## config.mk

```make
export PLATFORM = sky130hd
export DESIGN_NAME = multi_sync_edge
export DESIGN_NICKNAME = d
export VERILOG_FILES = /design/src/rtl/multi_sync_edge.sv
export SDC_FILE = /design/constraint.sdc
export NUM_CORES = 1
export LEC_CHECK = 0
export CORE_AREA = 3 3 40 42
export DETAILED_ROUTE_END_ITERATION = 10
export DIE_AREA = 0 0 43 45
export GPL_TIMING_DRIVEN = 1
export PLACE_DENSITY_LB_ADDON = 0.3
export SLEW_MARGIN = 10
export SYNTH_ARGS = -nofsm -noshare
export SYNTH_HDL_FRONTEND = slang
export SYNTH_SLANG_ARGS = --single-unit
```

## constraint.sdc

```tcl
create_clock -name clk -period 1.6 [get_ports clk]
set_input_delay 0.32 -clock clk [delete_from_list [all_inputs] [get_ports clk]]
set_output_delay 0.32 -clock clk [all_outputs]
set_load 0.05 [all_outputs]
```

## src/rtl/multi_sync_edge.sv

```systemverilog
// N-channel synchroniser for asynchronous level/flag inputs.
// Each channel has a flop chain, an optional stability filter and an edge-pulse detector.
module multi_sync_edge #(
  parameter int   CHANNELS   = 4,
  parameter int   STAGES     = 2,
  parameter int   FILTER_CYC = 0,
  parameter int   EDGE_MODE  = 0,
  parameter logic RESET_VAL  = 1'b0
) (
  input  logic                clk,
  input  logic                rst,
  input  logic [CHANNELS-1:0] async_in,
  output logic [CHANNELS-1:0] sync_out,
  output logic [CHANNELS-1:0] edge_pulse,
  output logic                any_edge
);

  // Reject parameter sets the structure cannot implement.
  if (STAGES < 2) begin : g_bad_stages
    $error("multi_sync_edge: STAGES must be >= 2");
  end
  if (CHANNELS < 1) begin : g_bad_channels
    $error("multi_sync_edge: CHANNELS must be >= 1");
  end
  if (EDGE_MODE < 0 || EDGE_MODE > 2) begin : g_bad_mode
    $error("multi_sync_edge: EDGE_MODE must be 0, 1 or 2");
  end
  if (FILTER_CYC < 0) begin : g_bad_filter
    $error("multi_sync_edge: FILTER_CYC must be >= 0");
  end

  localparam int unsigned          NSTAGES  = STAGES;
  localparam logic [CHANNELS-1:0]  RST_FILL = {CHANNELS{RESET_VAL}};

  logic [CHANNELS-1:0] chain_q [STAGES];
  logic [CHANNELS-1:0] raw;
  logic [CHANNELS-1:0] hist_q;

  // Synchroniser chain: only the first stage sees the asynchronous input.
  always_ff @(posedge clk or posedge rst) begin
    if (rst) begin
      for (int unsigned k = 0; k < NSTAGES; k++) begin
        chain_q[k] <= RST_FILL;
      end
    end else begin
      chain_q[0] <= async_in;
      for (int unsigned k = 1; k < NSTAGES; k++) begin
        chain_q[k] <= chain_q[k-1];
      end
    end
  end

  assign raw = chain_q[STAGES-1];

  if (FILTER_CYC == 0) begin : g_nofilt
    assign sync_out = raw;
  end else begin : g_filt
    localparam int             CW       = $clog2(FILTER_CYC + 1);
    localparam logic [CW-1:0]  CNT_LAST = CW'(FILTER_CYC - 1);

    logic [CW-1:0]       cnt_q [CHANNELS];
    logic [CW-1:0]       cnt_d [CHANNELS];
    logic [CHANNELS-1:0] filt_q;
    logic [CHANNELS-1:0] filt_d;

    // Count consecutive cycles the chain output disagrees with the filtered level.
    always_comb begin
      filt_d = filt_q;
      for (int unsigned i = 0; i < CHANNELS; i++) begin
        cnt_d[i] = '0;
        if (raw[i] == filt_q[i]) begin
          cnt_d[i] = '0;
        end else if (cnt_q[i] == CNT_LAST) begin
          filt_d[i] = raw[i];
          cnt_d[i]  = '0;
        end else begin
          cnt_d[i] = cnt_q[i] + CW'(1);
        end
      end
    end

    // Filter state register; reset discards any partial count.
    always_ff @(posedge clk or posedge rst) begin
      if (rst) begin
        filt_q <= RST_FILL;
        for (int unsigned i = 0; i < CHANNELS; i++) begin
          cnt_q[i] <= '0;
        end
      end else begin
        filt_q <= filt_d;
        for (int unsigned i = 0; i < CHANNELS; i++) begin
          cnt_q[i] <= cnt_d[i];
        end
      end
    end

    assign sync_out = filt_q;
  end

  // Edge history: previous cycle's synchronised level.
  always_ff @(posedge clk or posedge rst) begin
    if (rst) begin
      hist_q <= RST_FILL;
    end else begin
      hist_q <= sync_out;
    end
  end

  // Edge pulses are decoded from flop outputs only, so they are glitch-free.
  always_comb begin
    edge_pulse = '0;
    case (EDGE_MODE)
      0:       edge_pulse = sync_out & ~hist_q;
      1:       edge_pulse = ~sync_out & hist_q;
      default: edge_pulse = sync_out ^ hist_q;
    endcase
  end

  assign any_edge = |edge_pulse;

endmodule
```

After elaboration in Yosys (flattened, before gate mapping)
Index checks and enable logic that the tools add are counted.
{"block": "totals", "wordCells": 6, "regBits": 12, "out_inout_bits": 9, "inputBits": 6}
{"block": "op_classes", "n_reduce_logical": 1, "n_bitwise": 2}
{"operator": "$and 4x4->4", "n": 1}
{"operator": "$not 4->4", "n": 1}
{"operator": "$reduce_or 4->1", "n": 1}

Logic depth before layout (Yosys ltp)
{"block": "depth", "ltp_word": 3, "depth_mapped": 2, "ltp_nobuf": 2}

Worst setup path after synthesis
Ideal clock, no wire load.
{"block": "synth_path", "path_kind": "register -> output", "from": "register chain_q (netlist bit sync_out[2])", "to": "output port any_edge", "t_required_ps": 1280, "path_stages_with_launch": 3, "path_slack_ps": -325, "t_arrival_ps": 1605, "path_buffers": 0, "path_cell_list": "dfrtp_1 nor2b_1 or4_1"}
{"block": "synth_via", "elab_chain_cells": 2}
{"item": "from (decl)", "line_no": "35", "source": "logic [CHANNELS-1:0] chain_q [STAGES];"}
{"item": "from (signal, indexed assignment)", "line_no": "48", "source": "chain_q[k] <= chain_q[k-1];"}
{"item": "$and 4x4->4", "line_no": "113", "source": "0: edge_pulse = sync_out & ~hist_q;"}
{"item": "named net edge_pulse[2]", "line_no": "14", "source": "output logic [CHANNELS-1:0] edge_pulse,"}
{"item": "$reduce_or 4->1", "line_no": "119", "source": "assign any_edge = |edge_pulse;"}
{"item": "to (decl)", "line_no": "15", "source": "output logic any_edge"}
The timed path passes the listed nets, and every way through them passes these cells.

Final worst setup path
{"block": "layout_path", "from": "register chain_q (netlist bit sync_out[1])", "to": "output port any_edge"}
{"block": "layout_via", "elab_chain_cells": 2}
{"item": "$and 4x4->4", "line_no": "113"}
{"item": "$reduce_or 4->1", "line_no": "119"}
No other way between the ends.

==> impl_metrics.ini <==
[status]
outcome = complete, but fails checks
violations = negative setup slack

[cts]
cts_buffers = 3
clk_path_buf_depth = 2
cts_hold_buf = 0
cts.sinks = 12
clk_latency_ns = 0.26
clock-root-buffer = clkbuf_4
cts_tree = yes
path_clk_slew_ns = 0.06
htree_levels = 1

[synthesis]
synth-edff-count = 0
syn-num-nets = 28
ys_top_cells_by_count = dfrtp_1, buf_4, nor2b_1
ys_top_cells_by_area = dfrtp_1, buf_4, nor2b_1
synth.area.mux_share_pct = 0
synth_top_family_by_area = buffers and inverters
ys_ff_latch = 12
synth_most_common_cell = dfrtp_1
yosysTopAreaCell = dfrtp_1
ys_types = 5
synth.yosys.warnings = 0
syn_area_per_cell_sq_um = 16.66
synth_top_area_share_pct = 81.91
synth-seq-area-share_pct = 81.91
yosys.area_share.simple_pct = 8.874
synth_fa_ha_area_share_pct = 0
async_flop_share_pct = 100.0
synth_xor_area_share_pct = 0
syn_area_sq_um = 366.6
syn_inst = 22
ys_dominant_reg_cell = dfrtp_1
synth_compound_area_share_pct = 0

[critical_path]
crit_required_ns = 1.28
path_cells = nor2b_4 -> or4_4 -> buf_8
crit_path_end_kind = output pin
path_max_fanout = 2
slowest_stage = or4_4
cp.arrival_ns = 1.46
worstSetupStartpointType = register
slowest_delay_ns = 0.53
crit_type = register to output pin

[power_and_ir_drop]
p_sw_share_pct = 25.20
powerDensity_mw_per_mm2 = 968.9
intPower_uw = 472.4
pwr-share-seq_pct = 51.6
fin_total_pwr_uw = 631.6
p_clk_share_pct = 26.9
p_comb_share_pct = 21.5
leakagePower_nw = 0.3145
p_switching_uw = 159.2
ir_drop_uv = 408.6

[global_route]
grt_util_all_layers_pct = 7.216
antenna_found_initial = 0
grt_pass1_wl_um = 924
grt_pass1_vias = 233
grt_overflow_total = 0
grt_max_degree = 13

[route]
drt-total-wl_um = 617
postRouteAntennaNets = 0
post_drt_wl_per_cell_um = 10.28
route.detailed.drc = 0
vias = 231
drt-pass1-iter-count = 2
drt_iter0_markers = 2
vias_per_cell = 3.850

[sta]
hold_slack_ns = 0.3501
rsz0062_at_grt = true
finalSetupTns_ns = -0.1796
drv_slew = 0
relSlewSlack_pct = 71.40
fin_crit_ns = 1.780
fmax_mhz = 561.9
fin_crit_sh_pct = 111.2
hold_viol = 0
setup_viol = 1
finClkSkew_ns = 0.0002339
tightest_slew_ns = 0.4285
fin_ws_ns = -0.1796

[cells_and_area]
multi_input_area_sq_um = 56.30
num_antenna_cells = 0
stdcell_count = 60
nFillCells = 113
stdcell_area_sq_um = 651.9
layout.nets = 53
final_layout_size_suffix_gt1_share_pct = 60.00
final_util_pct = 50.73
syn2layout_area_growth_pct = 77.82
seq_area_sq_um = 300.3

[place]
placed_area_sq_um = 581.8
placed_cells = 53
io_buffers = 14
dp_slack_ns = 0.04003
place_congestion = 0.6691

[floorplanning]
io_pins = 15
num_rows = 13
die_w_um = 43
fp.dieArea_sq_mm = 0.001935
initial_utilization_pct = 28.53
die-height_um = 45
coreArea_sq_mm = 0.001285

[hold_path]
hp-class = primary input to asynchronous set/reset pin

[job]
maxCapViolations = 0
## layout make-up
| cell class | count | share of cell area, % |
|---|---|---|
| tap | 15 | 2.879 |
| inverter | 1 | 0.5758 |
| timing repair buffer | 24 | 38.39 |
| sequential | 12 | 46.07 |
| multi-input combinational | 5 | 8.637 |
| clock buffer | 3 | 3.455 |
## cells by family (layout without fill, tap and decap cells)
group,count (synthesis),count (layout)
buffers and inverters,5,28
and+or+nand+nor,5,5
DFF,12,12
## cells in the final DEF, fill, tap and decap left out, drive strengths merged
master,n
buf,19
nor2b,4
clkbuf,3
or4,1
inv,1
dfrtp,12
clkdlybuf4s50,5
## final timing paths
path	slack, ns	end	cells after the start	startpoint
worst max-delay path	-0.18	any_edge	3	sync_out[1]
worst min-delay path	0.35	sync_out[3]	2	rst
worst max register to register	0.88	hist_q[2]	2	sync_out[2]
worst min register to register	0.35	sync_out[1]	0	chain_q[5]
max in group asynchronous	0.95	hist_q[1]	2	rst
min in group clk	0.35	sync_out[1]	0	chain_q[5]
## power by group through the flow
stage / Clock, mW / Sequential (mW) / Combinational (mW)
floorplan: 0 / 0.330 / 0.0686
global placement: 0 / 0.330 / 0.121
detailed placement: 0 / 0.331 / 0.123
CTS: 0.178 / 0.326 / 0.135
global route: 0.192 / 0.327 / 0.142
finish: 0.170 / 0.326 / 0.136
## flip-flops by register name (all words and copies together), names as in the netlist
register / cells
chain_q: 4
hist_q: 4
sync_out: 4
## critical path, delay by kind of cell, from the launching register on
family,cells,cell delay [ns]
simple gates,2,0.66
buf+inv,1,0.17
flops,1,0.38
## metal layers
metal	GRT usage, %	share of wire (%)	vias up
met1	6.122	37	105
li1	-	-	110
met3	2.789	12	2
met2	11.68	50	14
met4	9.036	0.97	0
met5	0	0	-
## what timing repair did
item / CTS / global route
endpoints found under the setup margin: 1 / 1
pin swaps: 1 / 0
gates resized for setup: 4 / 0
setup buffers: 3 / 1
Note: power is estimated with default switching activity, not from simulation.
